[src/rtl/alu_share_arbiter.sv]
// Two-requester arbiter in front of one combinational ALU: grant, register operands, capture result, respond.
// Optional build macro ALU_ARB_FIXED_PRIO_EN selects fixed priority (requester 0 wins ties) instead of round-robin.
module alu_share_arbiter #(
    parameter int DATAWIDTH   = 32,
    parameter int SHIFT_WIDTH = 5,
    parameter int CNT_WIDTH   = 16
) (
    input  logic                     clk,
    input  logic                     rst_n,
    input  logic [1:0]               req_valid_i,
    output logic [1:0]               req_ready_o,
    input  logic [2*DATAWIDTH-1:0]   req_srca_i,
    input  logic [2*DATAWIDTH-1:0]   req_srcb_i,
    input  logic [7:0]               req_aluctrl_i,
    input  logic [5:0]               req_branchctrl_i,
    input  logic [2*SHIFT_WIDTH-1:0] req_shift_i,
    output logic [DATAWIDTH-1:0]     alu_srca_o,
    output logic [DATAWIDTH-1:0]     alu_srcb_o,
    output logic [3:0]               alu_ctrl_o,
    output logic [2:0]               alu_branchctrl_o,
    output logic [SHIFT_WIDTH-1:0]   alu_shift_o,
    input  logic [DATAWIDTH-1:0]     alu_result_i,
    input  logic                     alu_branch_i,
    output logic [1:0]               rsp_valid_o,
    input  logic [1:0]               rsp_ready_i,
    output logic [DATAWIDTH-1:0]     rsp_result_o,
    output logic                     rsp_branch_o,
    output logic                     busy_o,
    output logic [CNT_WIDTH-1:0]     ops_done_o
);

    typedef enum logic [1:0] {
        ST_IDLE = 2'd0,
        ST_EXEC = 2'd1,
        ST_RESP = 2'd2
    } state_t;

    localparam logic [CNT_WIDTH-1:0] CNT_ONE = {{(CNT_WIDTH-1){1'b0}}, 1'b1};

    state_t r_state;
    state_t w_state_next;
    logic   r_owner;
    logic   w_grant_valid;
    logic   w_grant;
    logic   w_rsp_done;
`ifndef ALU_ARB_FIXED_PRIO_EN
    logic   r_last_grant;
`endif

    // Grant selection, only meaningful while idle
    always_comb begin
        w_grant_valid = 1'b0;
        w_grant       = 1'b0;
        if (r_state == ST_IDLE) begin
            case (req_valid_i)
                2'b01: begin
                    w_grant_valid = 1'b1;
                    w_grant       = 1'b0;
                end
                2'b10: begin
                    w_grant_valid = 1'b1;
                    w_grant       = 1'b1;
                end
                2'b11: begin
                    w_grant_valid = 1'b1;
`ifdef ALU_ARB_FIXED_PRIO_EN
                    w_grant       = 1'b0;
`else
                    w_grant       = ~r_last_grant;
`endif
                end
                default: begin
                    w_grant_valid = 1'b0;
                    w_grant       = 1'b0;
                end
            endcase
        end else begin
            w_grant_valid = 1'b0;
            w_grant       = 1'b0;
        end
    end

    assign req_ready_o = w_grant_valid ? (w_grant ? 2'b10 : 2'b01) : 2'b00;
    assign w_rsp_done  = (r_state == ST_RESP) && rsp_ready_i[r_owner];
    assign busy_o      = (r_state != ST_IDLE);

    // Next-state logic
    always_comb begin
        w_state_next = r_state;
        case (r_state)
            ST_IDLE: begin
                if (w_grant_valid) begin
                    w_state_next = ST_EXEC;
                end else begin
                    w_state_next = ST_IDLE;
                end
            end
            ST_EXEC: w_state_next = ST_RESP;
            ST_RESP: begin
                if (w_rsp_done) begin
                    w_state_next = ST_IDLE;
                end else begin
                    w_state_next = ST_RESP;
                end
            end
            default: w_state_next = ST_IDLE;
        endcase
    end

    // State register
    always_ff @(posedge clk or negedge rst_n) begin
        if (!rst_n) begin
            r_state <= ST_IDLE;
        end else begin
            r_state <= w_state_next;
        end
    end

    // Operand capture on the accept edge; held afterwards, including in idle
    always_ff @(posedge clk or negedge rst_n) begin
        if (!rst_n) begin
            alu_srca_o       <= {DATAWIDTH{1'b0}};
            alu_srcb_o       <= {DATAWIDTH{1'b0}};
            alu_ctrl_o       <= 4'd0;
            alu_branchctrl_o <= 3'd0;
            alu_shift_o      <= {SHIFT_WIDTH{1'b0}};
            r_owner          <= 1'b0;
`ifndef ALU_ARB_FIXED_PRIO_EN
            r_last_grant     <= 1'b1;
`endif
        end else if (w_grant_valid) begin
            alu_srca_o       <= w_grant ? req_srca_i[2*DATAWIDTH-1:DATAWIDTH] : req_srca_i[DATAWIDTH-1:0];
            alu_srcb_o       <= w_grant ? req_srcb_i[2*DATAWIDTH-1:DATAWIDTH] : req_srcb_i[DATAWIDTH-1:0];
            alu_ctrl_o       <= w_grant ? req_aluctrl_i[7:4] : req_aluctrl_i[3:0];
            alu_branchctrl_o <= w_grant ? req_branchctrl_i[5:3] : req_branchctrl_i[2:0];
            alu_shift_o      <= w_grant ? req_shift_i[2*SHIFT_WIDTH-1:SHIFT_WIDTH] : req_shift_i[SHIFT_WIDTH-1:0];
            r_owner          <= w_grant;
`ifndef ALU_ARB_FIXED_PRIO_EN
            r_last_grant     <= w_grant;
`endif
        end else begin
            r_owner          <= r_owner;
        end
    end

    // Response capture at the end of the single execute cycle, held until the owner takes it
    always_ff @(posedge clk or negedge rst_n) begin
        if (!rst_n) begin
            rsp_result_o <= {DATAWIDTH{1'b0}};
            rsp_branch_o <= 1'b0;
            rsp_valid_o  <= 2'b00;
        end else if (r_state == ST_EXEC) begin
            rsp_result_o <= alu_result_i;
            rsp_branch_o <= alu_branch_i;
            rsp_valid_o  <= r_owner ? 2'b10 : 2'b01;
        end else if (w_rsp_done) begin
            rsp_valid_o  <= 2'b00;
        end else begin
            rsp_valid_o  <= rsp_valid_o;
        end
    end

    // Completed-response counter, wraps naturally
    always_ff @(posedge clk or negedge rst_n) begin
        if (!rst_n) begin
            ops_done_o <= {CNT_WIDTH{1'b0}};
        end else if (w_rsp_done) begin
            ops_done_o <= ops_done_o + CNT_ONE;
        end else begin
            ops_done_o <= ops_done_o;
        end
    end

endmodule

[config.mk]
export PLATFORM = sky130hd
export DESIGN_NAME = alu_share_arbiter
export DESIGN_NICKNAME = d
export VERILOG_FILES = /design/src/rtl/alu_share_arbiter.sv
export SDC_FILE = /design/constraint.sdc
export NUM_CORES = 1
export LEC_CHECK = 0
export ABC_CLOCK_PERIOD_IN_PS = 2650
export BUFFER_PORTS_ARGS = -buffer_cell sky130_fd_sc_hd__buf_2
export CORE_AREA = 2 2 126 128
export CTS_BUF_LIST = sky130_fd_sc_hd__clkbuf_4 sky130_fd_sc_hd__clkbuf_8
export DETAILED_ROUTE_END_ITERATION = 7
export DIE_AREA = 0 0 128 130
export PLACE_DENSITY = 0.67
export SLEW_MARGIN = 20
export SYNTH_ARGS = -nofsm -noshare
export SYNTH_HDL_FRONTEND = slang
export SYNTH_SLANG_ARGS = --single-unit
[constraint.sdc]
create_clock -name clk -period 2.65 [get_ports clk]
set_input_delay 0.3975 -clock clk [delete_from_list [all_inputs] [get_ports clk]]
set_output_delay 0.3975 -clock clk [all_outputs]
set_load 0.02 [all_outputs]
==> results.toml <==
[worst_setup_path]
worstPathMaxFanout = 15
slowest_stage = "and3_2"
critPathRequiredTime_ps = 2250
r2r_start = "r_state[1]$_DFF_PN0_"
cp-end-kind = "output port"
crit_buf_inv = 1
cpPeakStageDelay_ps = 440
crit_family = "simple AND/OR/NAND/NOR gates"
worstPathCellList = "nor2_2, and3_2, buf_2"
path_class = "reg2out"
worstReg2RegEnd = "alu_srca_o[0]$_DFFE_PN0P_"
rr_worst_depth = 5
rrSetupSlack_ps = 790
arrival_ps = 1810
startpoint_type = "flop"

[finish]
area_growth_syn_to_layout_pct = 40.6
fill_cells = 1444
layout.nets = 923
layout-drive-gt1-share_pct = 54.0
mostFrequentLayoutCell = "buf_2"
final_cell_mix = "buf_2, dfrtp_1, inv_1"
antenna_cells = 0

[placed_design]
post-dp-hpwl_um = 10500
gp_congestion = 0.796
io_buffers = 320

[yosys]
synth_area_um2 = 5350
synth_cells = 415
synth_compound_area_share_pct = 14.7
synthXorXnorAreaFrac_pct = 2.46
ys_ff_latch = 131
synthAdderAreaFrac_pct = 0.234
yosys.area_share.simple_pct = 4.77
yosysSeqAreaShare_pct = 61.3
synth.distinct_cells = 31
synthMuxAreaShare_pct = 7.63
synth_top_family_by_area = "compound AO/OA/AOI/OAI gates"
ys_warn_count = 0
syn_nets = 607
syn_avg_cell_area_um2 = 12.9

[global_route]
track_usage_pct = 17.3
grt_pass1_wl_um = 22400
antenna_found_initial = 0
grt_pass1_vias = 4463
grt_max_degree = 132
grt-ovfl-total = 0

[timing]
hold_viol = 0
finalSetupViolations = 0
rsz0062_at_grt = "false"
fin_setup_tns_ps = 0
timing.final.crit_period_ps = 2200
fin_crit_sh_pct = 83.2
clock_skew_ps = 14.3
worst_pin_slew_ps = 817
whs_ps = 11.7
max_freq_mhz = 454
drv_slew = 0
worst_slew_margin_rel_pct = 45.3

[route]
detail-route-antenna-nets = 0
dr.pass1.iters = 8
wire_per_inst_um = 15.8
drcViolationCount = 2
drt_iter0_drc = 520
viasPerCell = 5.00
num_vias = 4681
wl_um = 14800

[clocking]
clk_latency_ps = 440
numCtsBuffers = 17
cts_max_level = 4
cts_setup_buffers = 0
ctsHoldBuffers = 0
clock-sinks = 131
clockBufferDepth = 2
ctsResizeCount = 0
clk_pin_slew_ps = 70
root_buffer = "clkbuf_8"
cts_tree = "built"

[pwr]
power_density_nw_per_um2 = 1270
max-vdd-ir-drop_mv = 0.495
p_leak_nw = 4.20
p_total_mw = 9.56

[status]
failed_checks = "DRC"
status = "finished with violations"

[run]
cap_viol_max_count = 0

[floorplan]
rows = 46
fp.dieArea_um2 = 16600
start_util_pct = 34.7
coreArea_um2 = 15400
die_w_um = 128
num_io_pins = 321
dieHeight_um = 130

[worst_hold_path]
holdCritPathClass = "in2async"
[where the power goes]
group | internal [mW] | switching, mW | total [mW]
registers | 2.92 | 0.546 | 3.47
logic | 1.76 | 2.61 | 4.38
clock network | 0.900 | 0.821 | 1.72
total | 5.58 | 3.98 | 9.56
[layer usage]
| metal | wire length [um] | share of wire [%] | vias up | track usage [%] |
|---|---|---|---|---|
| li1 | - | - | 2163 | - |
| met1 | 6000 | 41 | 2245 | 21.1 |
| met2 | 7330 | 50 | 248 | 28.8 |
| met3 | 1170 | 7.9 | 25 | 5.90 |
| met4 | 259 | 1.8 | 0 | 6.40 |
| met5 | 0 | 0 | - | 0 |
[state kept, by name (all words and copies together) (netlist names)]
signal / flops
rsp_valid_o: 2
alu_branchctrl_o: 3
r_last_grant: 1
r_state: 2
alu_srca_o: 32
rsp_branch_o: 1
rsp_result_o: 32
ops_done_o: 16
alu_srcb_o: 32
r_owner: 1
alu_ctrl_o: 4
alu_shift_o: 5
[worst max-delay path by stage]
stage / start / slack [ps] / cells after the start / end
detailed placement: r_state[1]$_DFF_PN0_ / 760 / 5 / alu_srca_o[0]$_DFFE_PN0P_
floorplan: r_last_grant$_DFFE_PN1P_ / 1120 / 7 / alu_srcb_o[13]$_DFFE_PN0P_
CTS: r_state[1]$_DFF_PN0_ / 370 / 3 / req_ready_o[1]
global route: r_state[1]$_DFF_PN0_ / 310 / 3 / req_ready_o[1]
global placement: r_state[1]$_DFF_PN0_ / 770 / 5 / alu_srcb_o[17]$_DFFE_PN0P_
finish: r_state[1]$_DFF_PN0_ / 450 / 3 / req_ready_o[1]
[layout make-up]
cell class | count | area, um2 | share of cell area (%)
well taps | 192 | 240 | 3.20
repair buffers | 327 | 1680 | 22.4
multi-input cells | 174 | 1600 | 21.3
clock inverters | 13 | 150 | 2.00
flip-flops and latches | 131 | 3280 | 43.6
clock buffers | 19 | 262 | 3.48
inverters | 80 | 300 | 3.99
[cell usage after synthesis]
cell type	n	area [um2]
mux2i_1	1	10.0
a222oi_1	76	761
buf_4	1	7.51
nand2_1	9	33.8
clkbuf_1	4	15.0
mux2_4	1	15.0
o22ai_1	2	12.5
nand3_1	3	15.0
nand3b_1	1	7.51
dfrtp_1	130	3250
nand4_4	1	21.3
xor2_1	8	70.1
nand4_1	5	31.3
buf_2	21	105
nor4_4	1	21.3
o21ai_2	1	8.76
dfstp_2	1	26.3
nor3_1	5	25.0
nor3_2	1	10.0
mux2_2	34	383
xnor2_1	7	61.3
o21ai_0	1	5.00
inv_1	80	300
nor2_2	1	6.26
buf_6	4	45.0
ha_1	1	12.5
nor2_1	6	22.5
nand2b_1	3	18.8
and4_1	1	8.76
and3b_1	1	8.76
and3_1	4	25.0
[through the flow]
| step | instances | util, % | area, um2 | worst slack, ps |
|---|---|---|---|---|
| 3_3_place_gp | 904 | 46.1 | 7110 | 773 |
| 5_1_grt | 936 | 48.7 | 7520 | 312 |
| 3_5_place_dp | 904 | 46.1 | 7110 | 761 |
| 4_1_cts | 936 | 48.7 | 7520 | 368 |
| 6_report | 936 | 48.7 | 7520 | 446 |
| 2_1_floorplan | 415 | - | 5350 | 1120 |
[cells by family after synthesis]
| group | Yosys count |
|---|---|
| AOI/OAI and AO/OA | 80 |
| adders and majority gates | 1 |
| xor gates and xnor gates | 15 |
| DFF | 131 |
| muxes | 36 |
| buffers and inverters | 110 |
| and+or+nand+nor | 42 |
(Power assumes the default switching activity.)
